## src/rtl/seg_scan_pkg.sv

```systemverilog
// Shared constants and types for the eight-digit seven-segment scan driver.
package seg_scan_pkg;

  localparam int NUM_DIGITS = 8;
  localparam int SEG_W      = 8;
  localparam int DIGIT_W    = $clog2(NUM_DIGITS);

  // Segment bit positions inside one digit byte, {a,b,c,d,e,f,g,dp}
  localparam int SEG_A  = 7;
  localparam int SEG_B  = 6;
  localparam int SEG_C  = 5;
  localparam int SEG_D  = 4;
  localparam int SEG_E  = 3;
  localparam int SEG_F  = 2;
  localparam int SEG_G  = 1;
  localparam int SEG_DP = 0;

  localparam logic [SEG_W-1:0] SEG_BLANK = 8'h00;

  typedef logic [NUM_DIGITS-1:0][SEG_W-1:0] frame_t;

  typedef enum logic {
    SLOT_BLANK = 1'b0,
    SLOT_SHOW  = 1'b1
  } slot_state_t;

endpackage

```

## src/rtl/tick_gen.sv

```systemverilog
// Free-running modulo-N counter with a terminal-count pulse on the last count.
module tick_gen #(
  parameter int N = 4,
  parameter int W = (N > 1) ? $clog2(N) : 1
) (
  input  logic         clk,
  input  logic         rst,
  input  logic         i_en,
  output logic [W-1:0] o_cnt,
  output logic         o_tc
);

  localparam logic [W-1:0] LAST = W'(N - 1);

  logic [W-1:0] r_cnt;

  assign o_cnt = r_cnt;
  assign o_tc  = i_en && (r_cnt == LAST);

  always_ff @(posedge clk) begin
    if (rst) begin
      r_cnt <= '0;
    end else if (i_en) begin
      r_cnt <= o_tc ? '0 : r_cnt + 1'b1;
    end
  end

endmodule

```

## src/rtl/seg_scan_driver.sv

```systemverilog
// Double-buffered, time-multiplexed driver for two 4-digit seven-segment banks.
// Optional per-digit blinking is compiled in with `define SEG_SCAN_BLINK_EN.
module seg_scan_driver
  import seg_scan_pkg::*;
#(
  parameter int SCAN_DIV  = 100_000,
  parameter int BLANK_CYC = 4
`ifdef SEG_SCAN_BLINK_EN
  , parameter int BLINK_DIV = 50_000_000
`endif
) (
  input  logic                        clk,
  input  logic                        rst,
  input  logic                        frame_valid,
  output logic                        frame_ready,
  input  logic [NUM_DIGITS*SEG_W-1:0] frame_seg,
  input  logic [NUM_DIGITS-1:0]       frame_en,
`ifdef SEG_SCAN_BLINK_EN
  input  logic [NUM_DIGITS-1:0]       blink_mask,
`endif
  output logic [SEG_W-1:0]            seg_left,
  output logic [SEG_W-1:0]            seg_right,
  output logic [NUM_DIGITS-1:0]       an
);

  localparam int CW = (SCAN_DIV > 1) ? $clog2(SCAN_DIV) : 1;
  localparam logic [CW-1:0] BLANK_L = CW'(BLANK_CYC);

  logic [CW-1:0]         w_cnt;
  logic [CW-1:0]         w_cnt_nxt;
  logic                  w_tc;
  logic [DIGIT_W-1:0]    r_digit;
  logic [DIGIT_W-1:0]    w_digit_nxt;
  slot_state_t           r_state;
  slot_state_t           w_state_nxt;
  logic                  w_swap;
  logic                  w_accept;
  logic                  r_pending;
  frame_t                r_sh_seg;
  frame_t                r_disp_seg;
  frame_t                w_disp_seg_nxt;
  logic [NUM_DIGITS-1:0] r_sh_en;
  logic [NUM_DIGITS-1:0] r_disp_en;
  logic [NUM_DIGITS-1:0] w_disp_en_nxt;
  logic                  w_blink_off;
  logic [SEG_W-1:0]      w_seg_cur;

  tick_gen #(.N(SCAN_DIV), .W(CW)) u_slot (
    .clk   (clk),
    .rst   (rst),
    .i_en  (1'b1),
    .o_cnt (w_cnt),
    .o_tc  (w_tc)
  );

  assign w_cnt_nxt   = w_tc ? '0 : w_cnt + 1'b1;
  assign w_swap      = w_tc && (r_digit == DIGIT_W'(NUM_DIGITS - 1)) && r_pending;
  assign w_accept    = frame_valid && !r_pending;
  assign frame_ready = !r_pending;

  always_comb begin
    w_state_nxt = r_state;
    w_digit_nxt = r_digit;
    if (w_tc) w_digit_nxt = r_digit + 1'b1;
    case (r_state)
      SLOT_BLANK: if (w_cnt_nxt >= BLANK_L) w_state_nxt = SLOT_SHOW;
      SLOT_SHOW:  if (w_cnt_nxt <  BLANK_L) w_state_nxt = SLOT_BLANK;
      default:    w_state_nxt = SLOT_BLANK;
    endcase
  end

  always_ff @(posedge clk) begin
    if (rst) begin
      r_digit <= '0;
      r_state <= (BLANK_CYC > 0) ? SLOT_BLANK : SLOT_SHOW;
    end else begin
      r_digit <= w_digit_nxt;
      r_state <= w_state_nxt;
    end
  end

  // Shadow/display double buffer; display only changes at the 7->0 wrap
  assign w_disp_seg_nxt = w_swap ? r_sh_seg : r_disp_seg;
  assign w_disp_en_nxt  = w_swap ? r_sh_en  : r_disp_en;

  always_ff @(posedge clk) begin
    if (rst) begin
      r_pending  <= 1'b0;
      r_sh_seg   <= '0;
      r_sh_en    <= '0;
      r_disp_seg <= '0;
      r_disp_en  <= '0;
    end else begin
      if (w_swap) begin
        r_disp_seg <= r_sh_seg;
        r_disp_en  <= r_sh_en;
        r_pending  <= 1'b0;
      end
      if (w_accept) begin
        r_sh_seg  <= frame_seg;
        r_sh_en   <= frame_en;
        r_pending <= 1'b1;
      end
    end
  end

`ifdef SEG_SCAN_BLINK_EN
  localparam int BW = (BLINK_DIV > 1) ? $clog2(BLINK_DIV) : 1;

  logic [BW-1:0]         w_blink_cnt_unused;
  logic                  w_blink_tc;
  logic                  r_phase;
  logic                  w_phase_nxt;
  logic [NUM_DIGITS-1:0] r_sh_mask;
  logic [NUM_DIGITS-1:0] r_disp_mask;
  logic [NUM_DIGITS-1:0] w_disp_mask_nxt;

  tick_gen #(.N(BLINK_DIV), .W(BW)) u_blink (
    .clk   (clk),
    .rst   (rst),
    .i_en  (1'b1),
    .o_cnt (w_blink_cnt_unused),
    .o_tc  (w_blink_tc)
  );

  assign w_phase_nxt     = r_phase ^ w_blink_tc;
  assign w_disp_mask_nxt = w_swap ? r_sh_mask : r_disp_mask;
  assign w_blink_off     = w_phase_nxt && w_disp_mask_nxt[w_digit_nxt];

  always_ff @(posedge clk) begin
    if (rst) begin
      r_phase     <= 1'b0;
      r_sh_mask   <= '0;
      r_disp_mask <= '0;
    end else begin
      r_phase <= w_phase_nxt;
      if (w_swap)   r_disp_mask <= r_sh_mask;
      if (w_accept) r_sh_mask   <= blink_mask;
    end
  end
`else
  assign w_blink_off = 1'b0;
`endif

  // Registered outputs follow the post-update digit/state
  assign w_seg_cur = (w_disp_en_nxt[w_digit_nxt] && !w_blink_off) ?
                     w_disp_seg_nxt[w_digit_nxt] : SEG_BLANK;

  always_ff @(posedge clk) begin
    if (rst) begin
      an        <= '0;
      seg_left  <= SEG_BLANK;
      seg_right <= SEG_BLANK;
    end else begin
      an        <= (w_state_nxt == SLOT_SHOW) ? (NUM_DIGITS'(1) << w_digit_nxt) : '0;
      seg_left  <= w_digit_nxt[DIGIT_W-1] ? w_seg_cur : SEG_BLANK;
      seg_right <= w_digit_nxt[DIGIT_W-1] ? SEG_BLANK : w_seg_cur;
    end
  end

endmodule

```

## config.mk

```make
export PLATFORM = sky130hd
export DESIGN_NAME = seg_scan_driver
export DESIGN_NICKNAME = d
export VERILOG_FILES = /design/src/rtl/seg_scan_pkg.sv /design/src/rtl/tick_gen.sv /design/src/rtl/seg_scan_driver.sv
export SDC_FILE = /design/constraint.sdc
export NUM_CORES = 1
export LEC_CHECK = 0
export ABC_AREA = 1
export CAP_MARGIN = 20
export CORE_MARGIN = 3
export CORE_UTILIZATION = 31
export CTS_BUF_LIST = sky130_fd_sc_hd__clkbuf_2 sky130_fd_sc_hd__clkbuf_4 sky130_fd_sc_hd__clkbuf_8
export CTS_CLUSTER_SIZE = 20
export DETAILED_ROUTE_END_ITERATION = 6
export GPL_TIMING_DRIVEN = 0
export SLEW_MARGIN = 10
export SYNTH_ARGS = -nofsm -noshare
export SYNTH_HDL_FRONTEND = slang
export SYNTH_SLANG_ARGS = --single-unit
```

## constraint.sdc

```tcl
create_clock -name clk -period 1.86 [get_ports clk]
set_input_delay 0.372 -clock clk [delete_from_list [all_inputs] [get_ports clk]]
set_output_delay 0.372 -clock clk [all_outputs]
set_load 0.005 [all_outputs]
```

==> flow_summary.ini <==
[cells_and_area]
drive_gt1_frac = 0.181
final_nets = 1361
num_antenna_cells = 0
mostFrequentLayoutCells = 216 x nor2_1, 181 x dfxtp_1, 162 x nand2_1
area_growth_pct = 34.3
stdcell_count = 1626
final_common_cell = nor2_1

[placed_design]
place_inst = 1552
port_buffers = 99
dpl.hpwl_um = 16400
place_congestion = 0.849

[route]
wl_um = 22600
dr.pass1.iters = 7
drc = 0
ant_nets = 0
routedWlPerCell_um = 13.9
drtIter0Drc = 508
vias = 7361
routed_via_density = 4.53

[hold_path]
holdCritPathClass = reg2reg
worstHoldPathCells = 2
min_from = r_sh_seg[21]$_SDFFE_PP0P_
holdPathEnd = r_sh_seg[21]$_SDFFE_PP0P_

[floorplanning]
rows = 58
die_y_um = 167
start_util = 0.317
die_w_um = 167
core_um2 = 25300
io-pin-count = 100
dieArea_um2 = 27900

[sta]
hold_viol = 0
worst_pin_slew_ps = 548
fmax_ghz = 0.447
setup_viol = 24
slew_headroom = 0.635
slew_violations = 0
rsz0062_at_grt = true
fin_skew_ps = 16.5
post-route-min-period_ps = 2240
hold_ws_ps = 457
period_share = 1.20
post-route-worst-setup-slack_ps = -377

[synth]
synth_nets = 1201
synth_cell_types = 31
syn_inst = 1123
ys_seq_area_frac = 0.471
netlist.area_leader.share = 0.471
yosysTopAreaCell = dfxtp_1
synth_warnings = 0
avgSynthCellArea_um2 = 7.15
ys_ff_latch = 189
ys_top_cells_by_area = dfxtp_1 47%, nor2_1 11%, nand2_1 8.7%
netlist_area_um2 = 8030

[setup_path]
crit_required_ps = 2220
worstPathCellList = ha_2, ha_2, nand2_1, inv_2, nand3_4, buf_8, buf_8, buf_6, nand2_2, o21ai_4, a21oi_2, nand2_2, nand2_4, buf_12, buf_8, nor3_4
cp_slowest_cell = dfxtp_2
reg2reg_depth = 16
cp_max_fo = 6
r2r_end = seg_right[2]$_SDFF_PP0_
slowest_delay_ps = 360
ff2ff_setup_slack_ps = -380
critPathMostFrequentCell = buf_8
endpoint_kind = flip-flop
r2r-start = r_digit[1]$_SDFF_PP0_
start_kind = flip-flop
criticalPathCategory = reg2reg
cp_data_arrival_time_ps = 2600

[run_status]
status = complete, but fails checks
violations = negative setup slack

[cts]
htreeDepth = 4
cts_tree = built
cts-root-buf = clkbuf_8
ctsLongestPathBuffers = 2
cts.clk_slew.worst_paths_ps = 110
clock-sinks = 189
worstSkewPairLatency_ps = 480
numCtsBuffers = 17

[pwr]
pwr-share-clk = 0.370
switching_share = 0.245
p_leak_uw = 0.00440
max-vdd-ir-drop_mv = 0.401
power_density_nw_per_um2 = 704
p_seq_frac = 0.556
p_sw_uw = 1860
intPower_uw = 5730
share_comb_of_total_power = 0.074

[run]
drv_cap = 0

[global_routing]
antenna_found_initial = 0
grt_max_degree = 17
grt_pass1_wl_um = 35500
grt_overflow = 0
grt_pass1_vias = 6781
grt.total_usage = 0.160
## layer usage
layer / track usage / vias up / routed length [um]
li1: - / 3823 / -
met3: 0.0313 / 22 / 1150
met2: 0.250 / 178 / 10100
met5: 0 / - / 0
met4: 0.0488 / 0 / 313
met1: 0.224 / 3338 / 11000
## timing repair
action	CTS	global route
buffers inserted	32	8
cloned	3	0
hold buffers	0	0
gates resized for setup	88	79
pin swaps	36	39
setup endpoints to repair	113	80
## how the worst max path moves through the flow
stage | depth (start not counted) | slack (ps) | from | end
2_1_floorplan | 16 | -50 | u_slot.o_cnt[1]$_SDFF_PP0_ | seg_right[2]$_SDFF_PP0_
3_3_place_gp | 8 | -670 | frame_valid | r_sh_seg[12]$_SDFFE_PP0P_
3_5_place_dp | 8 | -700 | frame_valid | r_sh_seg[12]$_SDFFE_PP0P_
4_1_cts | 17 | -350 | u_slot.o_cnt[0]$_SDFF_PP0_ | seg_left[5]$_SDFF_PP0_
5_1_grt | 15 | -500 | u_slot.o_cnt[1]$_SDFF_PP0_ | seg_left[2]$_SDFF_PP0_
6_report | 16 | -380 | r_digit[1]$_SDFF_PP0_ | seg_right[2]$_SDFF_PP0_
## critical path: cells and delay by family, from the launching register on
family	cells	cell delay, ps
compound gates	2	190
simple gates	6	450
buf+inv	6	740
flops	1	360
fa+ha+maj	2	360
## power groups by stage
stage	Clock [uW]	Sequential, uW	Combinational [uW]
after floorplan	0	4300	257
after global routing	3050	4240	629
final	2810	4220	562
after CTS	2880	4220	556
after global placement	0	4310	534
after detailed placement	0	4310	542
## metrics by stage
step,total power [uW],setup slack [ps],cell area [um2],TNS (ps),util
detailed placement,4860,-699,9500,-70400,0.375
CTS,7660,-350,10500,-6270,0.415
global route,7910,-503,10800,-10630,0.426
global placement,4850,-667,9500,-66840,0.375
floorplan,4560,-52.6,8100,-567,-
finish,7590,-377,10800,-6830,0.426
## registers in the layout (all words and copies together), names as in the netlist
register and cells:
r_disp_seg 64, r_sh_seg 64, u_slot.o_cnt 17, an 8
r_disp_en 8, r_sh_en 8, seg_left 8, seg_right 8
r_digit 3, r_pending 1
## Yosys cell counts
cell / n
xnor2_1: 1
clkbuf_1: 35
inv_2: 6
buf_2: 9
nor2_1: 232
nand3_2: 1
o21ai_0: 105
xor2_1: 5
nor2_8: 2
nand3_1: 24
nand2_1: 186
nor2_2: 2
nand4_1: 20
o211ai_1: 1
dfxtp_1: 189
buf_4: 4
o21bai_1: 3
nor3_2: 15
clkinv_1: 1
buf_6: 8
nand2_4: 8
o21ai_1: 28
nor3_1: 2
nor2_4: 2
nand3_4: 1
inv_1: 148
ha_1: 3
buf_1: 2
nor4_1: 1
nand2_2: 7
a21oi_1: 72
## cell families (layout without fill, tap and decap cells)
logic type / after synthesis / after routing / synth area share
compound gates: 209 / 209 / 0.131
xor+xnor: 6 / 6 / 0.00654
fa+ha+maj: 3 / 3 / 0.00467
buf+inv: 213 / 386 / 0.110
flops: 189 / 189 / 0.471
simple gates: 503 / 503 / 0.276
## area by class of cell
class	count	area, um2
plain buffers	57	429
clock buffers	21	277
clock inverters	11	133
fillers	2585	14500
inverters	155	592
multi-input cells	721	3710
flip-flops and latches	189	3790
well taps	330	413
repair buffers	142	1440
Note: power is estimated with default switching activity, not from simulation.
